`src/rtl/nic_tx_fifo_if.sv`:
```
// OS-side write port and controller-side transmit handshake for the NIC TX byte FIFO.
// master: the OS writer plus UART controller; slave: the FIFO itself.
interface nic_tx_fifo_if #(
    parameter int ADDR_W = 3
);
    logic              wr_en;
    logic [7:0]        wr_data;
    logic [7:0]        tx_data;
    logic              tx_valid;
    logic              tx_ready;
    logic              full;
    logic              empty;
    logic              almost_full;
    logic [ADDR_W:0]   count;
    logic              overflow;
    logic              clr_ovf;

    modport master (
        output wr_en, wr_data, tx_ready, clr_ovf,
        input  tx_data, tx_valid, full, empty, almost_full, count, overflow
    );

    modport slave (
        input  wr_en, wr_data, tx_ready, clr_ovf,
        output tx_data, tx_valid, full, empty, almost_full, count, overflow
    );
endinterface

```
`src/rtl/nic_tx_fifo.sv`:
```
// Byte FIFO from the OS send path to the UART transmitter, first-word-fall-through.
// Latency: a write into an empty queue is visible on tx_data/tx_valid one cycle later.
// Backpressure: tx_ready stalls the head; writes when full are dropped and flagged sticky.
module nic_tx_fifo #(
    parameter int DEPTH     = 8,
    parameter int ADDR_W    = 3,
    parameter int AF_THRESH = 6
) (
    input  logic          clk,
    input  logic          rst_n,
    nic_tx_fifo_if.slave  bus
);
    localparam logic [ADDR_W:0]   FULL_CNT = (ADDR_W + 1)'(DEPTH);
    localparam logic [ADDR_W:0]   AF_CNT   = (ADDR_W + 1)'(AF_THRESH);
    localparam logic [ADDR_W-1:0] PTR_ONE  = ADDR_W'(1);
    localparam logic [ADDR_W:0]   CNT_ONE  = (ADDR_W + 1)'(1);

    logic [7:0]        mem [DEPTH];
    logic [ADDR_W-1:0] wr_ptr;
    logic [ADDR_W-1:0] rd_ptr;
    logic [ADDR_W:0]   cnt;
    logic              ovf;

    logic is_empty;
    logic is_full;
    logic pop;
    logic push;
    logic drop;

    assign is_empty = (cnt == '0);
    assign is_full  = (cnt == FULL_CNT);

    // A pop frees a slot in the same cycle, so a full FIFO still accepts a write alongside it.
    assign pop  = !is_empty && bus.tx_ready;
    assign push = bus.wr_en && (!is_full || pop);
    assign drop = bus.wr_en && is_full && !pop;

    always_ff @(posedge clk) begin
        if (!rst_n) begin
            wr_ptr <= '0;
            rd_ptr <= '0;
            cnt    <= '0;
            ovf    <= 1'b0;
        end else begin
            if (push) begin
                wr_ptr <= wr_ptr + PTR_ONE;
            end
            if (pop) begin
                rd_ptr <= rd_ptr + PTR_ONE;
            end
            case ({push, pop})
                2'b10:   cnt <= cnt + CNT_ONE;
                2'b01:   cnt <= cnt - CNT_ONE;
                default: cnt <= cnt;
            endcase
            // A drop in the same cycle as a clear keeps the flag set.
            if (drop) begin
                ovf <= 1'b1;
            end else if (bus.clr_ovf) begin
                ovf <= 1'b0;
            end
        end
    end

    // Storage carries no reset; occupancy alone decides what is valid.
    always_ff @(posedge clk) begin
        if (rst_n && push) begin
            mem[wr_ptr] <= bus.wr_data;
        end
    end

    assign bus.tx_data     = mem[rd_ptr];
    assign bus.tx_valid    = !is_empty;
    assign bus.full        = is_full;
    assign bus.empty       = is_empty;
    assign bus.almost_full = (cnt >= AF_CNT);
    assign bus.count       = cnt;
    assign bus.overflow    = ovf;
endmodule

```
`src/flat_wrapper.sv`:
```
// flat-port wrapper written by rule: the top's interface ports become plain ports
module nic_tx_fifo_flat 
#(
    parameter int DEPTH     = 8,
    parameter int ADDR_W    = 3,
    parameter int AF_THRESH = 6
)
  (clk, rst_n, bus_wr_en, bus_wr_data, bus_tx_ready, bus_clr_ovf, bus_tx_data, bus_tx_valid, bus_full, bus_empty, bus_almost_full, bus_count, bus_overflow);
  nic_tx_fifo_if #(.ADDR_W(ADDR_W)) bus_i ();
  input  logic clk;
  input  logic rst_n;
  input wire logic [$bits(bus_i.wr_en)-1:0] bus_wr_en;
  input wire logic [$bits(bus_i.wr_data)-1:0] bus_wr_data;
  input wire logic [$bits(bus_i.tx_ready)-1:0] bus_tx_ready;
  input wire logic [$bits(bus_i.clr_ovf)-1:0] bus_clr_ovf;
  output wire logic [$bits(bus_i.tx_data)-1:0] bus_tx_data;
  output wire logic [$bits(bus_i.tx_valid)-1:0] bus_tx_valid;
  output wire logic [$bits(bus_i.full)-1:0] bus_full;
  output wire logic [$bits(bus_i.empty)-1:0] bus_empty;
  output wire logic [$bits(bus_i.almost_full)-1:0] bus_almost_full;
  output wire logic [$bits(bus_i.count)-1:0] bus_count;
  output wire logic [$bits(bus_i.overflow)-1:0] bus_overflow;
  assign bus_i.wr_en = bus_wr_en;
  assign bus_i.wr_data = bus_wr_data;
  assign bus_i.tx_ready = bus_tx_ready;
  assign bus_i.clr_ovf = bus_clr_ovf;
  assign bus_tx_data = bus_i.tx_data;
  assign bus_tx_valid = bus_i.tx_valid;
  assign bus_full = bus_i.full;
  assign bus_empty = bus_i.empty;
  assign bus_almost_full = bus_i.almost_full;
  assign bus_count = bus_i.count;
  assign bus_overflow = bus_i.overflow;
  nic_tx_fifo #(.DEPTH(DEPTH), .ADDR_W(ADDR_W), .AF_THRESH(AF_THRESH)) u_core (.clk(clk), .rst_n(rst_n), .bus(bus_i));
endmodule
```
`config.mk`:
```
export PLATFORM = sky130hd
export DESIGN_NAME = nic_tx_fifo_flat
export DESIGN_NICKNAME = d
export VERILOG_FILES = /design/src/rtl/nic_tx_fifo_if.sv /design/src/rtl/nic_tx_fifo.sv /design/src/flat_wrapper.sv
export SDC_FILE = /design/constraint.sdc
export NUM_CORES = 1
export LEC_CHECK = 0
export CAP_MARGIN = 25
export CELL_PAD_IN_SITES_DETAIL_PLACEMENT = 1
export CELL_PAD_IN_SITES_GLOBAL_PLACEMENT = 1
export CORE_UTILIZATION = 50
export DETAILED_ROUTE_END_ITERATION = 8
export PLACE_DENSITY_LB_ADDON = 0.1
export SETUP_SLACK_MARGIN = 0.4
export SYNTH_ARGS = -nofsm -noshare
export SYNTH_HDL_FRONTEND = slang
export SYNTH_SLANG_ARGS = --single-unit
```
`constraint.sdc`:
```
create_clock -name clk -period 6.9 [get_ports clk]
set_input_delay 1.035 -clock clk [delete_from_list [all_inputs] [get_ports clk]]
set_output_delay 1.035 -clock clk [all_outputs]
set_load 0.03 [all_outputs]
```
==> flow_metrics.tcl, run 1 <==
set metrics [dict create \
    cellLeakagePower_nw 1.23 \
    setup-violations-final 0 \
    cts.sinks 78 \
    vdd_ir_drop_max_mv 0.232 \
    critical_path_required_ns 5.86 \
    wirelength_um 6300 \
    drive_gt1_share_pct 21.9 \
    num_vias 1681 \
    min_path_type "register to register" \
    core.rowCount 28 \
    ant_nets 0 \
    timing.final.crit_share_pct 53.8 \
    timing.final.crit_period_ns 3.71 \
    ys_top_cells_by_area "edfxtp_1 (61%), mux4_2 (11%), dfxtp_1 (8.8%)" \
    clk_latency_ns 0.35 \
    post_synth_num_cell_types 33 \
    antenna_found_initial 0 \
    yosysTopAreaCellShare_pct 60.6 \
    dieHeight_um 81.6 \
    power.density_cell_area_nw_per_um2 340 \
    cts_resized 0 \
    final_nets 233 \
    route.detailed.vias_per_inst 5.72 \
    yosys_warnings 0 \
    io_buffers 29 \
    portion_of_the_post_synthesis_area_used_by_sequential_elements_pct 69.4 \
    ioPinCount 30 \
    syn-num-nets 198 \
    n_antenna_cell 0 \
    average_routed_wire_per_standard_cell_um 21.4 \
    place_ws_ns 3.49 \
    drt_iter0_markers 48 \
    grt_start_max_net_pins 19 \
    yosys-top-cells-count "edfxtp_1 (64), mux4_2 (16), dfxtp_1 (14), mux2_2 (8)" \
    timing.final.ws_setup_ns 3.19 \
    cts_buffers 9 \
    coreArea_um2 6030 \
    rsz0062_at_grt "no" \
    cp_max_fo 9 \
    max_slew_margin_pct 35.4 \
    netlist.top_cell.by_area "edfxtp_1" \
    instance_count_of_the_mapped_netlist 180 \
    max-cap-violations 0 \
    fmax_mhz 269 \
    run_status "finished, final reports clean" \
    timing.critical_path.to_type "output port" \
    syn_avg_cell_area_um2 17.6 \
    die-width_um 81.6 \
    cp.arrival_ns 2.68 \
    max-clock-path-buffers 2 \
    final-max-slew-violation-count 0 \
    path_class "register to output port" \
    place.detailed.hpwl_um 4220 \
    clockRootBuffer "clkbuf_8" \
    areaGrowthSynthToFinish_pct 18.0 \
    ys.flop_type "edfxtp_1" \
    crit-reg2reg-launch "u_core.bus.count[0]" \
    mappedNetlistArea_um2 3170 \
    clk_pin_slew_ns 0.08 \
    synth-edff-count 64 \
    fp.dieArea_um2 6670 \
    critical_path.startpoint_type "register" \
    layout.cell_area.non_filler_um2 3740 \
    ys_seq_elements 78 \
    worstMarginPinSlew_ns 0.965 \
    floorplan.initialDensity_pct 52.6 \
    min-delay-start "u_core.rd_ptr[1]" \
    cts.htree.levels 3 \
    post-synth-top-count-cell "edfxtp_1" \
    timing.reg2reg.setup_slack_ns 4.15 \
    cts.hold.buffers_added 0 \
    min_hold_slack_ns 0.539 \
    global_route_wire_length_before_repair_um 9600 \
    placed_cell_area_um2 3550 \
    global_route.overflow_total 0 \
    remaining_drcs 0 \
    finalWeightedCongestion 0.661 \
    tritoncts "done" \
    async_flop_share_pct 0 \
    worst-r2r-cell-count 9 \
    drtPass1Iterations 4 \
    whs_path_cells 2 \
    grt_usage_pct 21.4 \
    p_total_mw 1.27 \
    vias_in_the_first_global_route 1842 \
    postCtsSetupRepairBufs 0 \
    finClkSkew_ns 0.00954 \
    timing_hold_violations_final 0 \
    fin_setup_tns_ns 0 \
]
routing by layer:
metal / wire length, um / vias up / GRT usage [%] / part of all wire [%]
met1: 2560 / 856 / 23.1 / 41
li1: - / 770 / - / -
met4: 189 / 0 / 11.1 / 3.0
met2: 3350 / 39 / 37.9 / 53
met5: 0 / - / 0 / 0
met3: 200 / 16 / 6.11 / 3.2
worst max-delay path, stage by stage (launching register included):
cell             delay [ns]
dfxtp_1                0.71
buf_8                  0.23
mux4_2                 0.51
mux2_2                 0.27
clkdlybuf4s50_1        0.60
power by group:
group | switching (mW) | internal [mW] | leakage, nW
registers | 0.0416 | 0.535 | 0.692
logic | 0.190 | 0.177 | 0.450
clock network | 0.163 | 0.164 | 0.0911
total | 0.395 | 0.877 | 1.23
logic make-up after synthesis:
logic type | after synthesis | synth area share, %
compound gates | 13 | 2.96
xor+xnor | 7 | 1.93
fa+ha+maj | 5 | 1.97
buf+inv | 14 | 2.21
flops | 78 | 69.4
mux | 26 | 14.8
simple gates | 37 | 6.67
per-stage QoR:
stage | instances | utilization (%)
floorplan | 180 | -
CTS | 294 | 62.1
global placement | 278 | 58.7
detailed placement | 279 | 59.0
finish | 294 | 62.1
global route | 294 | 62.1
placed cells by master (no fill, tap or decap):
cell type / count
a21o_1: 1
or3_1: 2
nand3b_1: 1
nand2_1: 5
inv_1: 3
buf_8: 1
clkinv_2: 2
xnor2_1: 5
clkdlybuf4s50_1: 29
mux2i_1: 2
xor2_1: 2
o211ai_1: 2
buf_4: 5
ha_1: 5
mux2_2: 8
dfxtp_1: 14
o32ai_1: 1
edfxtp_1: 64
a31oi_1: 1
nand3_1: 4
nor3_1: 3
nor4_1: 2
a21boi_0: 2
clkbuf_8: 9
mux4_2: 16
o21ai_0: 2
or4b_4: 1
o21ai_4: 1
or4_1: 1
nor3_2: 1
nand2b_1: 2
clkinv_4: 1
bufinv_16: 1
clkinvlp_4: 2
a21oi_1: 3
nor2b_1: 6
nor2_1: 3
and2_1: 6
sequential cells by signal (all words and copies together) (netlist names), named ones only:
name	count
u_core.mem	64
u_core.bus.count	4
u_core.rd_ptr	3
u_core.wr_ptr	3
u_core.bus.overflow	1
final cells by class:
class | instances | area, um2
Multi-Input combinational cell | 88 | 905
Clock buffer | 9 | 124
Fill cell | 535 | 2280
Tap cell | 75 | 93.8
Sequential cell | 78 | 2200
Timing Repair Buffer | 35 | 343
Inverter | 3 | 11.3
Clock inverter | 6 | 63.8
path summary, 6_finish.rpt:
kind	to
setup / recovery	bus_tx_data[3]
hold / removal	u_core.rd_ptr[1]
setup reg to reg	u_core.bus.count[2]
hold reg to reg	u_core.rd_ptr[1]
Power figures use the tool's default switching activity.
==> run 2: changes to the inputs <==
Settings changed: CORE_UTILIZATION 50 to 48.
Clock period 6.9 ns to 3.6 ns, I/O delays scaled along.
==> run 2 against run 1 <==
Effect of this change: sequential share of layout area about the same; clock-buffer cell count unchanged; clock skew down 0.0027 ns; first-iteration DRC count up 83%; hold slack worse by 0.013 ns; die area up 4.1%; non-clock buffer count up 3; critical path type unchanged; critical endpoint is now bus_tx_data[2]; largest cell class unchanged.
==> flow_metrics.tcl, run 2 (same netlist as run 1, synthesis figures left out) <==
set metrics [dict create \
    run_status "finished, final reports clean" \
    crit_path_cell_trace "mux4_2, mux2_2, clkdlybuf4s50_1" \
    n_antenna_cell 0 \
    cellLeakagePower_nw 1.24 \
    worstMarginPinSlew_ns 0.831 \
    drtPass1Iterations 4 \
    cts_buffers 9 \
    min_path_type "register to register" \
    clk_latency_ns 0.34 \
    vdd_ir_drop_max_mv 0.314 \
    timing.critical_path.slowest_cell_delay_ns 0.87 \
    crit-reg2reg-launch "u_core.bus.count[0]" \
    antenna_found_initial 0 \
    max-cap-violations 0 \
    dieHeight_um 83.3 \
    placed_cells 284 \
    fmax_mhz 327 \
    clockRootBuffer "clkbuf_8" \
    layout_commonest_cell "edfxtp_1" \
    final_nets 236 \
    max_slew_margin_pct 44.5 \
    cp_max_fo 16 \
    timing.final.crit_period_ns 3.05 \
    critical_path.startpoint_type "register" \
    wirelength_um 6380 \
    path_class "register to output port" \
    setup-violations-final 0 \
    rsz0062_at_grt "no" \
    fin_setup_tns_ns 0 \
    cp.arrival_ns 2.51 \
    timing.critical_path.to_type "output port" \
    finalWeightedCongestion 0.814 \
    remaining_drcs 0 \
    cts.hold.buffers_added 0 \
    layout.cells.non_filler 300 \
    critical_path_required_ns 3.06 \
    timing.final.crit_share_pct 84.9 \
    cts_resized 0 \
    tritoncts "done" \
    fp.dieArea_um2 6940 \
    grt_usage_pct 20.3 \
    global_route_wire_length_before_repair_um 10200 \
    global_route.overflow_total 0 \
    max-clock-path-buffers 2 \
    route.detailed.vias_per_inst 5.82 \
    final_cell_mix "edfxtp_1 (64), clkdlybuf4s50_1 (29), mux4_2 (16)" \
    core.rowCount 29 \
    timing_hold_violations_final 0 \
    grt_start_max_net_pins 19 \
    average_routed_wire_per_standard_cell_um 21.3 \
    floorplan.initialDensity_pct 50.0 \
    power.density_cell_area_nw_per_um2 636 \
    postCtsSetupRepairBufs 0 \
    ioPinCount 30 \
    areaGrowthSynthToFinish_pct 17.9 \
    die-width_um 83.3 \
    min_hold_slack_ns 0.526 \
    coreArea_um2 6350 \
    largest_register_ffs 64 \
    placed_cell_area_um2 3570 \
    cts.htree.levels 3 \
    finClkSkew_ns 0.00687 \
    top_register "u_core.mem" \
    ant_nets 0 \
    num_vias 1746 \
    min-delay-start "u_core.bus.count[3]" \
    layout.cell_area.non_filler_um2 3740 \
    vias_in_the_first_global_route 1862 \
    final-max-slew-violation-count 0 \
    drt_iter0_markers 88 \
    drive_gt1_share_pct 22.0 \
    io_buffers 29 \
    place.detailed.hpwl_um 4150 \
    critical_path_slowest_stage_cell "dfxtp_1" \
    cts.sinks 78 \
    clk_pin_slew_ns 0.08 \
]
[run 2: final cells by class]
| type | instances | area [um2] |
|---|---|---|
| tap | 77 | 96.3 |
| timing repair buffer | 38 | 358 |
| fill | 567 | 2610 |
| multi-input combinational | 88 | 900 |
| clock inverter | 7 | 48.8 |
| inverter | 3 | 11.3 |
| clock buffer | 9 | 124 |
| sequential | 78 | 2200 |
[run 2: worst paths after layout]
path | end | slack [ns] | cells past startpoint
max | bus_tx_data[2] | 0.55 | 3
min | u_core.bus.count[3] | 0.53 | 2
max reg2reg | u_core.bus.count[2] | 0.93 | 10
min reg2reg | u_core.bus.count[3] | 0.53 | 2
[run 2: routing by layer]
layer,part of all wire (%),global-route usage [%]
met4,0.72,8.15
met5,0,0
met1,43,25.9
met3,5.2,5.67
met2,51,33.0
[run 2: per-stage QoR]
stage / power [mW] / utilization [%] / setup WS (ns)
global placement: 1.79 / 56.2 / 0.868
finish: 2.38 / 58.9 / 0.545
CTS: 2.41 / 58.9 / 0.496
floorplan: 1.59 / - / 0.805
global route: 2.49 / 58.9 / 0.429
detailed placement: 1.83 / 56.2 / 0.730
[run 2: power by group]
part	total, mW	internal [mW]	switching, mW
registers	1.09	1.03	0.0656
logic	0.713	0.337	0.377
clock network	0.573	0.251	0.322
[run 2: critical path, delay by kind of cell, from the launching register on]
kind	cells	cell delay, ns
buffers and inverters	1	0.60
flip-flops	1	0.87
multiplexers	2	0.71
==> run 3: changes to the inputs <==
Settings changed: CORE_UTILIZATION 48 to 43.
Clock period 3.6 ns to 2.6 ns, I/O delays scaled along.
==> run 3 against run 2 <==
Effect of this change: final area up 11%; final cell count up 14%; global-route usage down 0.67 points; clock skew up 0.0020 ns; hold slack worse by 0.014 ns; first-iteration DRC count up 17%; critical endpoint is now u_core.bus.count[2]; largest cell class unchanged; largest power group unchanged.
==> flow_metrics.tcl, run 3 (same netlist as run 1, synthesis figures left out) <==
set metrics [dict create \
    fin_setup_tns_ns 0 \
    cp_max_fo 4 \
    rsz0062_at_grt "yes" \
    whs_path_cells 2 \
    average_routed_wire_per_standard_cell_um 19.5 \
    route.detailed.vias_per_inst 5.29 \
    timing.final.crit_period_ns 2.32 \
    clk_pin_slew_ns 0.07 \
    clk_latency_ns 0.34 \
    dieHeight_um 87.9 \
    cts.htree.levels 3 \
    cts.sinks 78 \
    remaining_drcs 0 \
    clockRootBuffer "clkbuf_8" \
    run_status "finished, final reports clean" \
    cts_buffers 9 \
    max_slew_margin_pct 55.4 \
    critical_path.startpoint_type "register" \
    vias_in_the_first_global_route 1969 \
    timing.final.crit_share_pct 89.1 \
    placed_cell_area_um2 3690 \
    areaGrowthSynthToFinish_pct 30.7 \
    min-delay-start "u_core.bus.count[3]" \
    antenna_found_initial 0 \
    layout.cell_area.non_filler_um2 4150 \
    worstMarginPinSlew_ns 0.668 \
    place.detailed.hpwl_um 4240 \
    timing.critical_path.slowest_cell_delay_ns 0.56 \
    cp.arrival_ns 2.58 \
    regArea_um2 2220 \
    die-width_um 87.9 \
    top_family_by_delay_on_critical_path "simple AND/OR/NAND/NOR gates" \
    layout_commonest_cell "edfxtp_1" \
    cellLeakagePower_nw 1.45 \
    post-route-util_pct 59.7 \
    max-clock-path-buffers 2 \
    final_cell_mix "edfxtp_1 (64), buf_4 (24), clkdlybuf4s50_1 (18)" \
    grt_start_max_net_pins 17 \
    largest_register_ffs 64 \
    critical_path.reg2reg.endpoint "u_core.bus.count[2]" \
    finClkSkew_ns 0.00889 \
    ioPinCount 30 \
    n_antenna_cell 0 \
    area_of_the_multi_input_gates_um2 976 \
    crit_path_cell_trace "or4b_4, o21ai_4, ha_4, xor2_1, ha_2, a21oi_2, xor2_1, or3_1, a21boi_1" \
    final-max-slew-violation-count 0 \
    timing.reg2reg.setup_slack_ns 0.28 \
    tritoncts "done" \
    min_path_type "register to register" \
    fmax_mhz 432 \
    vdd_ir_drop_max_mv 0.643 \
    worst-r2r-cell-count 9 \
    max-cap-violations 0 \
    min_to "u_core.bus.count[3]" \
    path_class "register to register" \
    floorplan.initialDensity_pct 45.7 \
    timing_hold_violations_final 0 \
    power.density_cell_area_nw_per_um2 904 \
    top_register "u_core.mem" \
    fp.dieArea_um2 7720 \
    crit-reg2reg-launch "u_core.bus.count[0]" \
    drt_iter0_markers 103 \
    drive_gt1_share_pct 38.6 \
    critical_path_required_ns 2.87 \
    path_common_cell "xor2_1" \
    grt_usage_pct 19.6 \
    ant_nets 0 \
    num_vias 1808 \
    critPathBufInv 0 \
    timing.critical_path.to_type "register" \
    setup-violations-final 0 \
    io_buffers 29 \
    drtPass1Iterations 6 \
    coreArea_um2 6940 \
    critical_path_slowest_stage_cell "or4b_4" \
    finalWeightedCongestion 0.800 \
    global_route.overflow_total 0 \
    core.rowCount 30 \
    final_nets 259 \
    global_route_wire_length_before_repair_um 10400 \
    final.fill_count 625 \
    wirelength_um 6660 \
]
## run 3: cell count changes in the layout (fill, tap and decap cells not counted), sizes merged
| cell | change |
|---|---|
| buf | +32 |
| bufinv | +2 |
| clkbuf | +1 |
| clkdlybuf4s15 | +1 |
| clkdlybuf4s50 | -11 |
| clkinv | +1 |
| clkinvlp | -2 |
| dlygate4sd2 | +1 |
| inv | -2 |
## run 3: how the worst max path moves through the flow
stage               slack, ns  cells past startpoint                   to                start
finish                   0.28                      9  u_core.bus.count[2]  u_core.bus.count[0]
global route             0.17                     10  u_core.bus.count[2]  u_core.bus.count[3]
CTS                      0.20                     10  u_core.bus.count[2]  u_core.bus.count[3]
detailed placement       0.06                      9  u_core.bus.count[2]  u_core.bus.count[0]
global placement         0.18                      9  u_core.bus.count[2]  u_core.bus.count[0]
floorplan                0.06                     11  u_core.bus.count[2]  u_core.bus.count[1]
## run 3: timing repair
item	CTS	global route
setup buffers	9	4
gates resized for setup	78	12
pin swaps	4	0
hold endpoints to repair	0	0
hold buffers	0	0
endpoints found under the setup margin	14	11
cloned	1	0
## run 3: report_power, final
group	internal (mW)	switching [mW]	total [mW]
Clock	0.539	0.426	0.965
Combinational	0.664	0.617	1.28
Sequential	1.43	0.0727	1.50
## run 3: layer usage
layer  wire, um  GRT usage [%]
met1       2700           22.3
met2       3620           34.9
met3        232           5.09
met4        108           8.49
met5          0              0
## run 3: stage by stage
| stage | worst slack (ns) | power, mW | hold slack [ns] | instances |
|---|---|---|---|---|
| 5_1_grt | 0.169 | 3.91 | 0.537 | 342 |
| 2_1_floorplan | 0.0581 | 2.24 | 0.467 | 180 |
| 6_report | 0.284 | 3.75 | 0.511 | 342 |
| 3_3_place_gp | 0.179 | 2.55 | 0.465 | 312 |
| 4_1_cts | 0.195 | 3.73 | 0.513 | 338 |
| 3_5_place_dp | 0.0595 | 2.59 | 0.495 | 312 |
## run 3: cell type report
| type | instances | share of cell area (%) |
|---|---|---|
| sequential | 78 | 53.5 |
| tap | 96 | 2.90 |
| inverter | 3 | 0.272 |
| clock inverter | 6 | 2.08 |
| multi-input combinational | 88 | 23.5 |
| timing repair buffer | 61 | 14.7 |
| clock buffer | 10 | 3.08 |
## run 3: worst min-delay path, cell delays in order (launching register included)
cell and delay (ns):
dfxtp_2 0.35, nand2_1 0.06, mux2i_1 0.06
